[src/rtl/pattern_sequencer.sv]
// Pattern sequencer: walks a gate through num_pat input patterns and counts
// mismatches against a fault-free reference. Optional MISR: PATTERN_SEQUENCER_SIG_EN.
module pattern_sequencer #(
   parameter int PAT_W  = 2,
   parameter int CNT_W  = 8,
   parameter int SETTLE = 1
) (
   input  logic             clk,
   input  logic             rst_n,
   input  logic             start,
   input  logic             abort,
   input  logic [CNT_W-1:0] num_pat,
   output logic [PAT_W-1:0] pattin,
   input  logic             dut_o,
   input  logic             gold_o,
   output logic             busy,
   output logic             done,
   output logic [CNT_W-1:0] fail_cnt,
   output logic [CNT_W-1:0] first_fail
`ifdef PATTERN_SEQUENCER_SIG_EN
   ,
   output logic [15:0]      signature
`endif
);

   localparam logic [2:0] S_IDLE    = 3'd0;
   localparam logic [2:0] S_APPLY   = 3'd1;
   localparam logic [2:0] S_SETTLE  = 3'd2;
   localparam logic [2:0] S_CAPTURE = 3'd3;
   localparam logic [2:0] S_DONE    = 3'd4;

   localparam logic [CNT_W-1:0] ALL_ONES    = {CNT_W{1'b1}};
   localparam int               SETTLE_M1   = (SETTLE > 0) ? SETTLE - 1 : 0;
   localparam logic [3:0]       SETTLE_LD   = SETTLE_M1[3:0];
   localparam logic             SETTLE_ZERO = (SETTLE == 0);

`ifdef PATTERN_SEQUENCER_SIG_EN
   // Galois MISR step for x^16+x^12+x^5+1.
   function automatic logic [15:0] misr_step(input logic [15:0] s, input logic d);
      logic fb;
      fb = s[15] ^ d;
      misr_step = {s[14:0], 1'b0} ^ (fb ? 16'h1021 : 16'h0000);
   endfunction

   logic [15:0] sig_q, sig_d;
`endif

   logic [2:0]       state_q, state_d;
   logic [CNT_W-1:0] idx_q, idx_d;
   logic [CNT_W-1:0] num_q, num_d;
   logic [3:0]       cnt_q, cnt_d;
   logic [CNT_W-1:0] fail_q, fail_d;
   logic [CNT_W-1:0] first_q, first_d;
   logic             busy_q, busy_d;
   logic             done_q, done_d;
   logic [CNT_W:0]   idx_nxt_s;
   logic             mism_s;

   // Next-state and datapath update for the run sequencer.
   always_comb begin
      state_d   = state_q;
      idx_d     = idx_q;
      num_d     = num_q;
      cnt_d     = cnt_q;
      fail_d    = fail_q;
      first_d   = first_q;
`ifdef PATTERN_SEQUENCER_SIG_EN
      sig_d     = sig_q;
`endif
      idx_nxt_s = {1'b0, idx_q} + {{CNT_W{1'b0}}, 1'b1};
      mism_s    = dut_o ^ gold_o;
      case (state_q)
         S_IDLE: begin
            if (start) begin
               idx_d   = {CNT_W{1'b0}};
               fail_d  = {CNT_W{1'b0}};
               first_d = ALL_ONES;
               num_d   = num_pat;
`ifdef PATTERN_SEQUENCER_SIG_EN
               sig_d   = 16'h0000;
`endif
               if (num_pat == {CNT_W{1'b0}}) begin
                  state_d = S_DONE;
               end else begin
                  state_d = S_APPLY;
               end
            end else begin
               state_d = S_IDLE;
            end
         end
         S_APPLY: begin
            if (abort) begin
               state_d = S_IDLE;
            end else if (SETTLE_ZERO) begin
               state_d = S_CAPTURE;
            end else begin
               state_d = S_SETTLE;
               cnt_d   = SETTLE_LD;
            end
         end
         S_SETTLE: begin
            if (abort) begin
               state_d = S_IDLE;
            end else if (cnt_q == 4'd0) begin
               state_d = S_CAPTURE;
            end else begin
               cnt_d = cnt_q - 4'd1;
            end
         end
         S_CAPTURE: begin
            // Abort wins over the capture so counters stay frozen.
            if (abort) begin
               state_d = S_IDLE;
            end else begin
               if (mism_s) begin
                  if (fail_q != ALL_ONES) begin
                     fail_d = fail_q + {{(CNT_W-1){1'b0}}, 1'b1};
                  end else begin
                     fail_d = fail_q;
                  end
                  if (first_q == ALL_ONES) begin
                     first_d = idx_q;
                  end else begin
                     first_d = first_q;
                  end
               end else begin
                  fail_d = fail_q;
               end
`ifdef PATTERN_SEQUENCER_SIG_EN
               sig_d = misr_step(sig_q, dut_o);
`endif
               if (idx_nxt_s < {1'b0, num_q}) begin
                  idx_d   = idx_nxt_s[CNT_W-1:0];
                  state_d = S_APPLY;
               end else begin
                  state_d = S_DONE;
               end
            end
         end
         S_DONE:  state_d = S_IDLE;
         default: state_d = S_IDLE;
      endcase
      busy_d = (state_d != S_IDLE);
      done_d = (state_d == S_DONE);
   end

   // State and output registers.
   always_ff @(posedge clk or negedge rst_n) begin
      if (!rst_n) begin
         state_q <= S_IDLE;
         idx_q   <= {CNT_W{1'b0}};
         num_q   <= {CNT_W{1'b0}};
         cnt_q   <= 4'd0;
         fail_q  <= {CNT_W{1'b0}};
         first_q <= ALL_ONES;
         busy_q  <= 1'b0;
         done_q  <= 1'b0;
`ifdef PATTERN_SEQUENCER_SIG_EN
         sig_q   <= 16'h0000;
`endif
      end else begin
         state_q <= state_d;
         idx_q   <= idx_d;
         num_q   <= num_d;
         cnt_q   <= cnt_d;
         fail_q  <= fail_d;
         first_q <= first_d;
         busy_q  <= busy_d;
         done_q  <= done_d;
`ifdef PATTERN_SEQUENCER_SIG_EN
         sig_q   <= sig_d;
`endif
      end
   end

   assign pattin     = idx_q[PAT_W-1:0];
   assign busy       = busy_q;
   assign done       = done_q;
   assign fail_cnt   = fail_q;
   assign first_fail = first_q;
`ifdef PATTERN_SEQUENCER_SIG_EN
   assign signature  = sig_q;
`endif

endmodule
[config.mk]
export PLATFORM = sky130hd
export DESIGN_NAME = pattern_sequencer
export DESIGN_NICKNAME = d
export VERILOG_FILES = /design/src/rtl/pattern_sequencer.sv
export SDC_FILE = /design/constraint.sdc
export NUM_CORES = 1
export LEC_CHECK = 0
export CAP_MARGIN = 10
export CORE_UTILIZATION = 50
export CTS_CLUSTER_DIAMETER = 60
export CTS_CLUSTER_SIZE = 24
export DETAILED_ROUTE_END_ITERATION = 10
export GPL_TIMING_DRIVEN = 1
export PLACE_DENSITY_LB_ADDON = 0.3
export SLEW_MARGIN = 15
export SYNTH_ARGS = -nofsm -noshare
export SYNTH_HDL_FRONTEND = slang
export SYNTH_SLANG_ARGS = --single-unit
[constraint.sdc]
create_clock -name clk -period 5.73 [get_ports clk]
set_clock_uncertainty 0.2 [all_clocks]
set_input_delay 1.719 -clock clk [delete_from_list [all_inputs] [get_ports clk]]
set_output_delay 1.719 -clock clk [all_outputs]
set_load 0.05 [all_outputs]
==> parameters.txt <==
Parameter                              Value

Drt
  Vias after detailed routing    1773
  Count of unresolved DRC violations after routing    0
  Routed length on met2    2.20 mm
  Via-to-Cell Ratio    5.52
  Total detailed-routing wirelength    4.44 mm
  Number of design-rule violations left by the first detailed-router iteration    97
  Count of TritonRoute iterations in the first routing pass    4
  ANT nets after route    0
  Met1 routed wirelength after detailed routing    2.04 mm
  Top layer reached by signal wires    met4
  Wirelength per Cell    13.8 um
  Met3 wire length    157 um

Cells and area
  # diodes    0
  Nets    292
  Commonest non-fill, non-tap cells in the layout    35 x sky130_fd_sc_hd__nand2_1, 33 x sky130_fd_sc_hd__dfrtp_1, 32 x sky130_fd_sc_hd__clkdlybuf4s50_1
  Most common cell after layout, fill and taps aside    sky130_fd_sc_hd__nand2_1
  Area added between synthesis and finish    18.7%
  Share of layout cells above drive strength 1    10.4%
  Number of fill cells    398

Min path
  Hold Startpoint    first_fail[5]$_DFFE_PN1P_
  Min-Delay Endpoint    first_fail[5]$_DFFE_PN1P_
  Hold/Removal Path Class    reg -> reg
  Worst hold path depth    2

Logic synthesis
  FFs w/ async S/R, synth    100%
  Synth area leader    sky130_fd_sc_hd__dfrtp_1
  Flip-flop cell with the highest count after synthesis    sky130_fd_sc_hd__dfrtp_1
  Number of register bits inferred by synthesis    41
  Number of enable flip-flop cells after synthesis    0
  Syn avg cell area    9.53 sq um
  Number of instances in the synthesized netlist    237
  Sequential cell area fraction in the yosys report    45.8%
  Netlist area before placement    2260 sq um
  Share of Yosys cell area claimed by the top area cell type    36.5%
  Number of nets produced by synthesis    261
  Netlist cell types    49
  Top area cells in the synthesized netlist    sky130_fd_sc_hd__dfrtp_1 37%, sky130_fd_sc_hd__dfstp_2 9.3%, sky130_fd_sc_hd__nand2_1 5.8%, sky130_fd_sc_hd__ha_1 5.5%, sky130_fd_sc_hd__o21ai_0 4.4%
  Count of synthesis-stage warnings from yosys    0

STA
  Minimum clock period after layout    3.57 ns
  Setup repair after global routing missed its margin    no
  Max-slew violation count    0
  Setup Viol. Count Final    0
  Slew at the pin closest to its max-slew limit    0.904 ns
  Worst max-slew margin expressed relative to the limit    39.7%
  Maximum clock rate    0.280 GHz
  Final critical-path share of the clock period    62.2%
  Total negative setup slack    0 ns
  Final number of hold-violating endpoints    0

GRT
  First-pass GRT wire length    7.96 mm
  Gr usage total    20.7%
  Maximum number of pins on one net before global-route repair    42
  Via count of the first global-routing pass    1758
  Remaining Overflow, GRT    0
  Initial antenna violation count    0

Clock network
  Number of levels in the clock H-tree    2
  Hold buffers post-CTS    0
  Clock slew at reported path FFs    0.07 ns
  Maximum buffer depth of the clock tree    2
  Clock Tree Root    sky130_fd_sc_hd__clkbuf_8
  Total CTS buffers    5
  Resize count post-CTS    0
  Clock tree from TritonCTS    built
  Setup Buffers After CTS    0
  Clock insertion delay at the later pin of the skew report    0.29 ns
  Number of clock sinks seen by CTS    41

Floorplanning
  Placeable core region    4350 sq um
  Width of the die    69.2 um
  Row count    24
  Area of the die    4790 sq um
  Die Height    69.2 um
  Initial Util    51.9%
  Number of top-level pins    34

Worst setup path
  Internal reg-to-reg setup slack    2.51 ns
  Type of the worst setup path    reg -> out
  Worst R2R End    idx_q[6]$_DFFE_PN0P_
  Worst reg-to-reg path cell count    10
  Startpoint class of the critical path    flip-flop
  Worst EP required    3.81 ns
  Max stage delay on crit path    0.80 ns
  Cell at the slowest stage of the critical path    sky130_fd_sc_hd__clkdlybuf4s50_1
  Worst flop-to-flop path startpoint    idx_q[0]$_DFFE_PN0P_
  Max Fanout on Critical Path    3
  Top cell family by delay on the critical path    buffers and inverters
  Critical path endpoint category    output port
  Worst Path Buf+Inv    1
  Worst endpoint data arrival time    1.65 ns
  List of cells traversed by the critical path    clkdlybuf4s50_1

Power and ir drop
  Total power divided by cell area    428 nW/um^2
  Post-route total power    1.15 mW
  NetSw    0.488 mW
  Cell-internal power    0.660 mW
  Share of total power in sequential cells    40.0%
  IR Drop Worst-Case VDD    0.256 mV
  Logic pwr share    44.3%
  Clock network fraction of total power    15.7%
  Total leakage power    1.19 nW
  Sw frac    42.5%

Placement
  Placed wire-length estimate    3.30 mm
  Weighted congestion at the end of routability-driven global placement    0.781
  Count of buffers inserted at the top-level ports    33

Outcome
  Result of the run    complete, no violations

Job
  Max-cap violations    0
## registers in the layout, indices dropped and copies added (netlist names)
signal,count
first_fail,8
state_q,3
cnt_q,4
busy,1
fail_cnt,8
done,1
idx_q,8
num_q,8
## how the worst max path moves through the flow
stage | start | to | slack (ns) | depth (start not counted)
finish | first_fail[5]$_DFFE_PN1P_ | first_fail[5] | 2.16 | 1
global route | abort | first_fail[7]$_DFFE_PN1P_ | 2.08 | 6
detailed placement | abort | idx_q[2]$_DFFE_PN0P_ | 1.90 | 5
CTS | first_fail[6]$_DFFE_PN1P_ | first_fail[6] | 2.16 | 1
floorplan | abort | fail_cnt[7]$_DFFE_PN0P_ | 2.65 | 5
global placement | abort | idx_q[5]$_DFFE_PN0P_ | 1.92 | 5
## area by class of cell
| type | instances | area, sq um | area share, % |
|---|---|---|---|
| multi-input combinational | 174 | 1120 | 41.9 |
| sequential | 41 | 1040 | 38.6 |
| timing repair buffer | 34 | 333 | 12.4 |
| clock buffer | 8 | 80.1 | 2.99 |
| tap | 52 | 65.1 | 2.43 |
| inverter | 12 | 45.0 | 1.68 |
## power by group through the flow
| stage | clock network, mW | logic, mW | registers [mW] |
|---|---|---|---|
| after floorplan | 0 | 0.260 | 0.572 |
| after global placement | 0 | 0.497 | 0.462 |
| after detailed placement | 0 | 0.512 | 0.465 |
| after CTS | 0.185 | 0.514 | 0.460 |
| after global routing | 0.200 | 0.560 | 0.474 |
| final | 0.180 | 0.509 | 0.459 |
## kinds of logic after synthesis
logic type	count (synthesis)	share of synthesized area [%]
adder cells (fa/ha/maj)	10	5.54
buffers and inverters	22	4.48
AND/OR/NAND/NOR	100	23.6
flip-flops	41	45.8
AO/OA/AOI/OAI	51	15.3
multiplexers	2	0.997
XOR/XNOR	11	4.26
## layer usage
| metal | global-route usage [%] | up-vias |
|---|---|---|
| li1 | - | 885 |
| met1 | 26.8 | 858 |
| met2 | 34.4 | 24 |
| met3 | 4.22 | 6 |
| met4 | 7.48 | 0 |
| met5 | 0 | - |
## synthesized netlist by cell type, types with 5 or more instances
| cell type | number |
|---|---|
| sky130_fd_sc_hd__dfstp_2 | 8 |
| sky130_fd_sc_hd__xnor2_1 | 8 |
| sky130_fd_sc_hd__nand2_1 | 35 |
| sky130_fd_sc_hd__a22o_1 | 5 |
| sky130_fd_sc_hd__inv_1 | 12 |
| sky130_fd_sc_hd__nor3_1 | 5 |
| sky130_fd_sc_hd__dfrtp_1 | 33 |
| sky130_fd_sc_hd__o21ai_0 | 20 |
| sky130_fd_sc_hd__ha_1 | 10 |
| sky130_fd_sc_hd__nor2_1 | 23 |
| sky130_fd_sc_hd__nand3_1 | 8 |
## metrics by stage
| stage | area [sq um] | setup slack, ns | hold slack, ns | std cells | utilization [%] |
|---|---|---|---|---|---|
| after floorplan | 2260 | 2.65 | 0.245 | 237 | - |
| after global placement | 2600 | 1.92 | 0.264 | 313 | 59.7 |
| after detailed placement | 2600 | 1.90 | 0.268 | 313 | 59.7 |
| after CTS | 2680 | 2.16 | 0.278 | 321 | 61.6 |
| after global routing | 2680 | 2.08 | 0.301 | 321 | 61.6 |
| final | 2680 | 2.16 | 0.280 | 321 | 61.6 |
(Power assumes the default switching activity.)
